File: src/rtl/iob_vexriscv_dbus_bridge_pkg.sv
// Shared definitions for the VexRiscv dBus to IOb bridge: FSM states and dBus size codes.
package iob_vexriscv_dbus_bridge_pkg;

  typedef enum logic {
    IDLE = 1'b0,
    REQ  = 1'b1
  } state_t;

  localparam int SIZE_W = 2;
  localparam logic [SIZE_W-1:0] SIZE_ILLEGAL = 2'd3;

  function automatic logic size_is_illegal(input logic [SIZE_W-1:0] size);
    return size == SIZE_ILLEGAL;
  endfunction

endpackage

File: src/rtl/iob_vexriscv_timeout.sv
// Wait counter for an outstanding IOb request; expire pulses on the cycle the count
// would step onto all-ones, so a request is held for exactly 2**TIMEOUT_W-1 cycles.
module iob_vexriscv_timeout #(
  parameter int TIMEOUT_W = 10
) (
  input  logic clk,
  input  logic rst,
  input  logic clear,
  input  logic enable,
  output logic expire
);

  localparam logic [TIMEOUT_W-1:0] ALL_ONES   = {TIMEOUT_W{1'b1}};
  localparam logic [TIMEOUT_W-1:0] LAST_COUNT = ALL_ONES - TIMEOUT_W'(1);

  logic [TIMEOUT_W-1:0] count_reg, count_next;

  always_comb begin
    count_next = count_reg;
    if (clear) begin
      count_next = '0;
    end else if (enable) begin
      count_next = count_reg + TIMEOUT_W'(1);
    end
  end

  always_ff @(posedge clk) begin
    if (!rst) begin
      count_reg <= '0;
    end else begin
      count_reg <= count_next;
    end
  end

  assign expire = enable && !clear && (count_reg == LAST_COUNT);

endmodule

File: src/rtl/iob_vexriscv_dbus_bridge.sv
// Converts the VexRiscv simple dBus cmd/rsp stream into IOb native requests, one
// transaction in flight, with an error response for timed-out or illegal-size loads.
module iob_vexriscv_dbus_bridge
  import iob_vexriscv_dbus_bridge_pkg::*;
#(
  parameter int ADDR_W    = 32,
  parameter int DATA_W    = 32,
  parameter int TIMEOUT_W = 10
) (
  input  logic                clk,
  input  logic                rst,
  input  logic                dBus_cmd_valid,
  output logic                dBus_cmd_ready,
  input  logic                dBus_cmd_payload_wr,
  input  logic [ADDR_W-1:0]   dBus_cmd_payload_address,
  input  logic [DATA_W-1:0]   dBus_cmd_payload_data,
  input  logic [DATA_W/8-1:0] dBus_cmd_payload_mask,
  input  logic [SIZE_W-1:0]   dBus_cmd_payload_size,
  output logic                dBus_rsp_valid,
  output logic [DATA_W-1:0]   dBus_rsp_payload_data,
  output logic                dBus_rsp_payload_error,
  output logic                iob_valid,
  output logic [ADDR_W-1:0]   iob_addr,
  output logic [DATA_W-1:0]   iob_wdata,
  output logic [DATA_W/8-1:0] iob_wstrb,
  input  logic [DATA_W-1:0]   iob_rdata,
  input  logic                iob_ready
);

  localparam int STRB_W = DATA_W / 8;

  state_t              state_reg, state_next;
  logic [ADDR_W-1:0]   addr_reg, addr_next;
  logic [DATA_W-1:0]   wdata_reg, wdata_next;
  logic [STRB_W-1:0]   wstrb_reg, wstrb_next;
  logic                wr_reg, wr_next;
  logic                rsp_valid_reg, rsp_valid_next;
  logic [DATA_W-1:0]   rsp_data_reg, rsp_data_next;
  logic                rsp_error_reg, rsp_error_next;
  logic                err_pend_reg, err_pend_next;

  logic                complete;
  logic                cmd_fire;
  logic                cmd_illegal;
  logic                expire;
  logic [STRB_W-1:0]   cmd_wstrb;

  generate
    for (genvar gi = 0; gi < STRB_W; gi++) begin : g_strb
      assign cmd_wstrb[gi] = dBus_cmd_payload_wr & dBus_cmd_payload_mask[gi];
    end
  endgenerate

  assign complete       = (state_reg == REQ) && iob_ready;
  // A deferred error response blocks new commands for one cycle so two rsps never collide.
  assign dBus_cmd_ready = ((state_reg == IDLE) && !err_pend_reg) || complete;
  assign cmd_fire       = dBus_cmd_valid && dBus_cmd_ready;
  assign cmd_illegal    = size_is_illegal(dBus_cmd_payload_size);

  iob_vexriscv_timeout #(
    .TIMEOUT_W(TIMEOUT_W)
  ) u_timeout (
    .clk   (clk),
    .rst   (rst),
    .clear ((state_reg != REQ) || iob_ready),
    .enable(state_reg == REQ),
    .expire(expire)
  );

  always_comb begin
    state_next     = state_reg;
    addr_next      = addr_reg;
    wdata_next     = wdata_reg;
    wstrb_next     = wstrb_reg;
    wr_next        = wr_reg;
    rsp_valid_next = 1'b0;
    rsp_data_next  = '0;
    rsp_error_next = 1'b0;
    err_pend_next  = 1'b0;

    if (cmd_fire) begin
      addr_next  = dBus_cmd_payload_address;
      wdata_next = dBus_cmd_payload_data;
      wstrb_next = cmd_wstrb;
      wr_next    = dBus_cmd_payload_wr;
    end

    if (err_pend_reg) begin
      rsp_valid_next = 1'b1;
      rsp_error_next = 1'b1;
    end

    case (state_reg)
      IDLE: begin
        if (cmd_fire) begin
          if (!cmd_illegal) begin
            state_next = REQ;
          end else if (!dBus_cmd_payload_wr) begin
            rsp_valid_next = 1'b1;
            rsp_error_next = 1'b1;
          end
        end
      end
      REQ: begin
        if (iob_ready) begin
          state_next = IDLE;
          if (!wr_reg) begin
            rsp_valid_next = 1'b1;
            rsp_data_next  = iob_rdata;
          end
          if (cmd_fire) begin
            if (!cmd_illegal) begin
              state_next = REQ;
            end else if (!dBus_cmd_payload_wr) begin
              // Illegal load arriving alongside a completing load: its error goes out one cycle later.
              if (wr_reg) begin
                rsp_valid_next = 1'b1;
                rsp_error_next = 1'b1;
              end else begin
                err_pend_next = 1'b1;
              end
            end
          end
        end else if (expire) begin
          state_next = IDLE;
          if (!wr_reg) begin
            rsp_valid_next = 1'b1;
            rsp_error_next = 1'b1;
          end
        end
      end
      default: state_next = IDLE;
    endcase
  end

  always_ff @(posedge clk) begin
    if (!rst) begin
      state_reg     <= IDLE;
      addr_reg      <= '0;
      wdata_reg     <= '0;
      wstrb_reg     <= '0;
      wr_reg        <= 1'b0;
      rsp_valid_reg <= 1'b0;
      rsp_data_reg  <= '0;
      rsp_error_reg <= 1'b0;
      err_pend_reg  <= 1'b0;
    end else begin
      state_reg     <= state_next;
      addr_reg      <= addr_next;
      wdata_reg     <= wdata_next;
      wstrb_reg     <= wstrb_next;
      wr_reg        <= wr_next;
      rsp_valid_reg <= rsp_valid_next;
      rsp_data_reg  <= rsp_data_next;
      rsp_error_reg <= rsp_error_next;
      err_pend_reg  <= err_pend_next;
    end
  end

  assign iob_valid              = (state_reg == REQ);
  assign iob_addr               = addr_reg;
  assign iob_wdata              = wdata_reg;
  assign iob_wstrb              = wstrb_reg;
  assign dBus_rsp_valid         = rsp_valid_reg;
  assign dBus_rsp_payload_data  = rsp_data_reg;
  assign dBus_rsp_payload_error = rsp_error_reg;

endmodule
File: config.mk
export PLATFORM = sky130hd
export DESIGN_NAME = iob_vexriscv_dbus_bridge
export DESIGN_NICKNAME = d
export VERILOG_FILES = /design/src/rtl/iob_vexriscv_dbus_bridge_pkg.sv /design/src/rtl/iob_vexriscv_timeout.sv /design/src/rtl/iob_vexriscv_dbus_bridge.sv
export SDC_FILE = /design/constraint.sdc
export NUM_CORES = 1
export LEC_CHECK = 0
export ABC_CLOCK_PERIOD_IN_PS = 2300
export BUFFER_PORTS_ARGS = -buffer_cell sky130_fd_sc_hd__clkbuf_2
export CORE_MARGIN = 2
export CORE_UTILIZATION = 50
export CTS_CLUSTER_SIZE = 8
export DETAILED_ROUTE_END_ITERATION = 8
export GPL_TIMING_DRIVEN = 0
export HOLD_SLACK_MARGIN = 0.02
export PLACE_DENSITY = 0.83
export SYNTH_ARGS = -nofsm -noshare
export SYNTH_HDL_FRONTEND = slang
export SYNTH_SLANG_ARGS = --single-unit
File: constraint.sdc
create_clock -name clk -period 2.3 [get_ports clk]
set_clock_uncertainty 0.1 [all_clocks]
set_input_delay 0 -clock clk [delete_from_list [all_inputs] [get_ports clk]]
set_output_delay 0 -clock clk [all_outputs]
set_load 0.05 [all_outputs]
== Word-level counts from Yosys, hierarchy flattened ==
Index checks and enable logic that the tools add are counted.

* Add/sub/neg operators: 1
* Multipliers: 0
* Divide/modulo/power cells: 0
* Order comparisons: 0
* Equality and inequality tests: 2
* Shift operators: 0
* Mux-type cells: 24
* Bitwise gates (word level): 9
* Reduce and logical (&&, ||, !) cells: 12

{| class="wikitable"
|+ Operators by type and width
! kind !! number
|-
| $mux W1 || 21
|-
| $add A10 B1 Y10 const B || 1
|-
| $eq A10 B10 Y1 const B || 1
|-
| $pmux W1 S2 || 3
|-
| $reduce_or A6 Y1 || 1
|-
| $logic_and A1 B1 Y1 || 5
|-
| $not A1 Y1 || 5
|-
| $and A1 B1 Y1 || 4
|-
| $reduce_or A4 Y1 || 1
|-
| $eq A2 B2 Y1 const B || 1
|-
| $logic_not A1 Y1 || 2
|-
| $logic_or A1 B1 Y1 || 2
|-
| $reduce_or A2 Y1 || 1
|}

* Bits in registers: 115
* Latch bits: 0
* Bits in writable memories: 0
* Memory bits (read-only): 0
* Input port bits: 107
* Output and inout bits: 104
* Logic and storage cells: 58
* Memories: 0

== Depth between registers and ports, before layout ==
* Word-level depth: 8
* Gate-level depth with buffers: 6
* Mapped depth without buffers: 5

== Cells and area by module ==
A second synthesis with hierarchy kept.

* Cell total of the unflattened synthesis: 444
* Area total of the unflattened synthesis: 4,349.2 µm²

{| class="wikitable"
|+ Modules (own cells, without submodules)
! module !! instances !! cells an instance !! area an instance (µm²) !! seq. area each (µm²)
|-
| iob_vexriscv_dbus_bridge || 1 || 391 || 3,876.2 || 2,102.0
|-
| iob_vexriscv_timeout || 1 || 53 || 473.0 || 200.2
|}

== Least setup slack after synthesis ==
OpenSTA, ideal clock, no wires.

* Path kind: register to register
* From: register state_reg, in the netlist iob_valid
* To: register err_pend_reg
* Library setup time: 0.064 ns
* Arrival time: 2.048 ns
* Data required time: 2.136 ns
* Path slack: 0.088 ns
* Cell stages (with the launch flop): 6
* Path buffers: 2
* Period minus slack after synthesis: 2.212 ns
* Cells stage by stage: dfxtp_1 -> nor2b_1 -> buf_2 -> buf_2 -> nor2_1 -> and4_1

* Cells in the longest elaborated chain, start to end: 6
* Elaborated cells between the ends (all ways): 7
* Those cells by class: bitwise: 2; reduce/logical: 5

{| class="wikitable"
|+ Ends and longest elaborated chain
! item !! RTL line !! text
|-
| start: declaration || iob_vexriscv_dbus_bridge.sv:32 || <nowiki>state_t state_reg, state_next;</nowiki>
|-
| start signal: assignment || iob_vexriscv_dbus_bridge.sv:148 || <nowiki>state_reg <= state_next;</nowiki>
|-
| $not A1 Y1 || - ||
|-
| $logic_and A1 B1 Y1 || iob_vexriscv_dbus_bridge.sv:56 || <nowiki>assign dBus_cmd_ready = ((state_reg == IDLE) && !err_pend_reg) || complete;</nowiki>
|-
| $logic_or A1 B1 Y1 * || iob_vexriscv_dbus_bridge.sv:56 ||
|-
| net dBus_cmd_ready || iob_vexriscv_dbus_bridge.sv:13 || <nowiki>output logic dBus_cmd_ready,</nowiki>
|-
| $logic_and A1 B1 Y1 * || iob_vexriscv_dbus_bridge.sv:57 || <nowiki>assign cmd_fire = dBus_cmd_valid && dBus_cmd_ready;</nowiki>
|-
| $not A1 Y1 (no source line) * || - ||
|-
| $reduce_or A6 Y1 (no source line) * || - ||
|-
| end signal: assignment || iob_vexriscv_dbus_bridge.sv:156 || <nowiki>err_pend_reg <= err_pend_next;</nowiki>
|-
| end: declaration || iob_vexriscv_dbus_bridge.sv:40 || <nowiki>logic err_pend_reg, err_pend_next;</nowiki>
|}

The timed path passes the listed nets; every way through them passes the cells marked *.
A chain may end at the register's enable or synchronous reset.

== Worst setup path after layout ==
* From: register state_reg, in the netlist iob_valid
* To: register wdata_reg[28], in the netlist iob_wdata[28]

* Cells in the longest elaborated chain, start to end: 4
* Elaborated cells between the ends (all ways): 5
* Those cells by class: bitwise: 1; reduce/logical: 4

{| class="wikitable"
|+ Ends and longest elaborated chain
! item !! RTL line !! text
|-
| $not A1 Y1 || - ||
|-
| $logic_and A1 B1 Y1 || iob_vexriscv_dbus_bridge.sv:56 ||
|-
| $logic_or A1 B1 Y1 * || iob_vexriscv_dbus_bridge.sv:56 ||
|-
| $logic_and A1 B1 Y1 * || iob_vexriscv_dbus_bridge.sv:57 ||
|-
| end signal: assignment || iob_vexriscv_dbus_bridge.sv:150 || <nowiki>wdata_reg <= wdata_next;</nowiki>
|-
| end: declaration || iob_vexriscv_dbus_bridge.sv:34 || <nowiki>logic [DATA_W-1:0] wdata_reg, wdata_next;</nowiki>
|}

Every way passes the cells marked *; elsewhere a longest branch is shown, timed or not.

==> results.sh <==
export IMPL_run_status="completed"
export IMPL_num_io_pins=211
export IMPL_post_cts_repair_setup_buffers=0
export IMPL_grt_max_degree=17
export IMPL_post_route_drc=0
export IMPL_synthesis_yosys_warnings=0
export IMPL_share_of_power_burned_in_combinational_logic_pct=15.7
export IMPL_final_setup_violations=0
export IMPL_irDropWorstVdd_v=0.000560
export IMPL_number_of_global_route_vias_before_repair=5465
export IMPL_first_iter_violations=400
export IMPL_synth_async_sr_flop_share_pct=0
export IMPL_flow_area_growth_from_synthesis_pct=67.1
export IMPL_sequential_fraction_of_the_synthesis_area_pct=51.7
export IMPL_antenna_violating_nets_post_route=0
export IMPL_final_design_instance_area_without_fill_sq_um=7440
export IMPL_power_switching_mw=1.55
export IMPL_worstPathCellList="buf_6 > nand2b_1 > clkbuf_1 > nand4_1 > dlygate4sd3_1 > a21oi_1"
export IMPL_cp_end_kind="register"
export IMPL_critPathArrivalTime_ns=2.55
export IMPL_worstHoldPathType="input port to register"
export IMPL_worst_setup_path_type="register to register"
export IMPL_initial_core_util_pct=51.3
export IMPL_cts_resized=0
export IMPL_clock_tree_buffer_depth=2
export IMPL_synth_edf_count=0
export IMPL_timing_setup_tns_ns=0
export IMPL_grt_setup_unrepaired="false"
export IMPL_routed_via_density=5.83
export IMPL_net_count_reported_at_finish=931
export IMPL_report_final_slew_viol_count=0
export IMPL_global_route_usage_total_pct=34.0
export IMPL_fp_coreArea_sq_um=8680
export IMPL_die_height_microns=98.3
export IMPL_cts_hold_repair_buffers=118
export IMPL_clk_pin_slew_ns=0.06
export IMPL_cp_buffers_inverters=3
export IMPL_die_area_sq_um=9670
export IMPL_total_leakage_power_nw=3.40
export IMPL_cpMaxStageDelayCell="dlygate4sd3_1"
export IMPL_syn_avg_cell_area_sq_um=9.35
export IMPL_tightest_slew_ns=0.713
export IMPL_synth_largest_area_cell="dfxtp_1"
export IMPL_ys_ff_latch=115
export IMPL_grt_pass1_wl_mm=26.5
export IMPL_hpwlAfterDp_mm=9.60
export IMPL_cts_sink_count=115
export IMPL_clkLatencyLatePin_ns=0.50
export IMPL_layout_min_cycle_time_ns=2.22
export IMPL_startpoint_type="register"
export IMPL_gpl_final_weighted_congestion=0.879
export IMPL_wl_per_cell_microns=17.9
export IMPL_max_cap_viol_count=0
export IMPL_nets_in_the_synthesized_netlist=585
export IMPL_finalHoldViolations=0
export IMPL_drt_wl_total_mm=16.9
export IMPL_post_dp_cell_area_sq_um=5630
export IMPL_critical_path_top_delay_family="buffers and inverters"
export IMPL_cts_buffers_inserted=17
export IMPL_post_synth_inst_count=476
export IMPL_antenna_diode_count=0
export IMPL_share_clk_of_total_power_pct=47.5
export IMPL_worst_path_largest_cell_delay_ns=0.61
export IMPL_rows=34
export IMPL_fin_crit_sh_pct=96.5
export IMPL_synth_lib_cells_used_distinct=36
export IMPL_p_per_area_nw_per_um2=777
export IMPL_worst_ep_required_time_ns=2.63
export IMPL_layout_drive_gt1_share_pct=32.1
export IMPL_layoutNonFillerInstCount=943
export IMPL_max_slew_margin_rel_pct=52.1
export IMPL_drt_pass1_iterations=5
export IMPL_vias=5494
export IMPL_post_place_cells=793
export IMPL_critical_path_max_fanout=10
export IMPL_globalRoute_totalOverflow=0
export IMPL_yosys_area_top_type_share_pct=51.7
export IMPL_achievable_frequency_mhz=450
export IMPL_mappedNetlistArea_sq_um=4450
export IMPL_clock_tree_from_tritoncts="yes"
export IMPL_main_area_contributors_after_synthesis="dfxtp_1, o31ai_1, nand4_1, a21oi_1, and2_1"
export IMPL_switching_share_of_power_pct=26.9
export IMPL_placement_io_buffers=209
export IMPL_cts_root_buffer="clkbuf_8"
export IMPL_p_int_mw=4.23
export IMPL_htreeDepth=4
export IMPL_initial_antenna_violation_count=0
export IMPL_layout_common_cells="clkbuf_2, dlygate4sd3_1, dfxtp_1, a21oi_1"
export IMPL_die_width_microns=98.3
export IMPL_ys_flop_type="dfxtp_1"
export IMPL_p_seq_share_pct=36.8
export IMPL_mostFrequentLayoutCell="clkbuf_2"
## cell families (layout without fill, tap and decap cells)
group	count (synthesis)	after routing	share of synthesized area [%]
xor gates and xnor gates	3	3	0.591
DFF	115	115	51.7
and+or+nand+nor	143	143	19.5
buffers and inverters	61	420	6.07
AOI/OAI and AO/OA	151	151	21.3
adders and majority gates	2	2	0.562
muxes	1	1	0.225
## area by class of cell
class	instances	area, sq um
clock buffers	19	442
well taps	108	135
fillers	463	1240
repair buffers	327	2230
inverters	5	18.8
plain buffers	56	251
clock inverters	13	183
flip-flops and latches	115	2300
multi-input cells	300	1880
## worst reg2reg max path, delay by kind of cell, from the launching register on
kind / cells / cell delay (ns)
buffers and inverters: 3 / 1.14
AOI/OAI and AO/OA: 1 / 0.16
DFF: 1 / 0.39
and+or+nand+nor: 2 / 0.37
## layer usage
metal  GRT usage [%]  up-vias  wire length (microns)
li1                -     2496                      -
met1            38.0     2564                   6320
met2            60.4      366                   8480
met3            8.80       68                   1480
met4            15.8        0                    612
met5               0        -                      0
## metrics by stage
step / setup WS, ns / utilization (%) / hold slack (ns) / power, mW
after floorplan: 0.0884 / - / 0.0217 / 2.64
after global placement: 0.463 / 64.9 / 0.0991 / 2.86
after detailed placement: 0.437 / 64.9 / 0.102 / 2.88
after CTS: 0.195 / 85.7 / 0.0243 / 5.74
after global routing: 0.000544 / 85.7 / 0.0683 / 5.93
final: 0.0802 / 85.7 / 0.0273 / 5.78
## power by group through the flow
stage                     Sequential, mW  Clock (mW)  Combinational, mW
after floorplan                     2.44           0              0.204
final                               2.13        2.75              0.906
after global routing                2.13        2.85              0.949
after global placement              2.16           0              0.705
after CTS                           2.12        2.74              0.874
after detailed placement            2.16           0              0.715
## worst paths after layout
| check | from | to | slack (ns) | cells after the start |
|---|---|---|---|---|
| min reg2reg | iob_addr[11] | iob_addr[11] | 0.37 | 2 |
| max | iob_valid | iob_wdata[28] | 0.08 | 6 |
| max reg2reg | iob_valid | iob_wdata[28] | 0.08 | 6 |
| min | dBus_cmd_valid | iob_wdata[25] | 0.03 | 4 |
## cells in the mapped netlist (3+ instances only)
cell type and number:
dfxtp_1 115, a21oi_1 73, nand4_1 69, o31ai_1 69, and2_1 32, clkbuf_1 30
buf_2 21, nand2_1 10, nor2_1 7, nor3_1 4, o21ai_0 4, or3_1 4
or4_1 4, buf_1 3, inv_1 3, xor2_1 3
(Power assumes the default switching activity.)
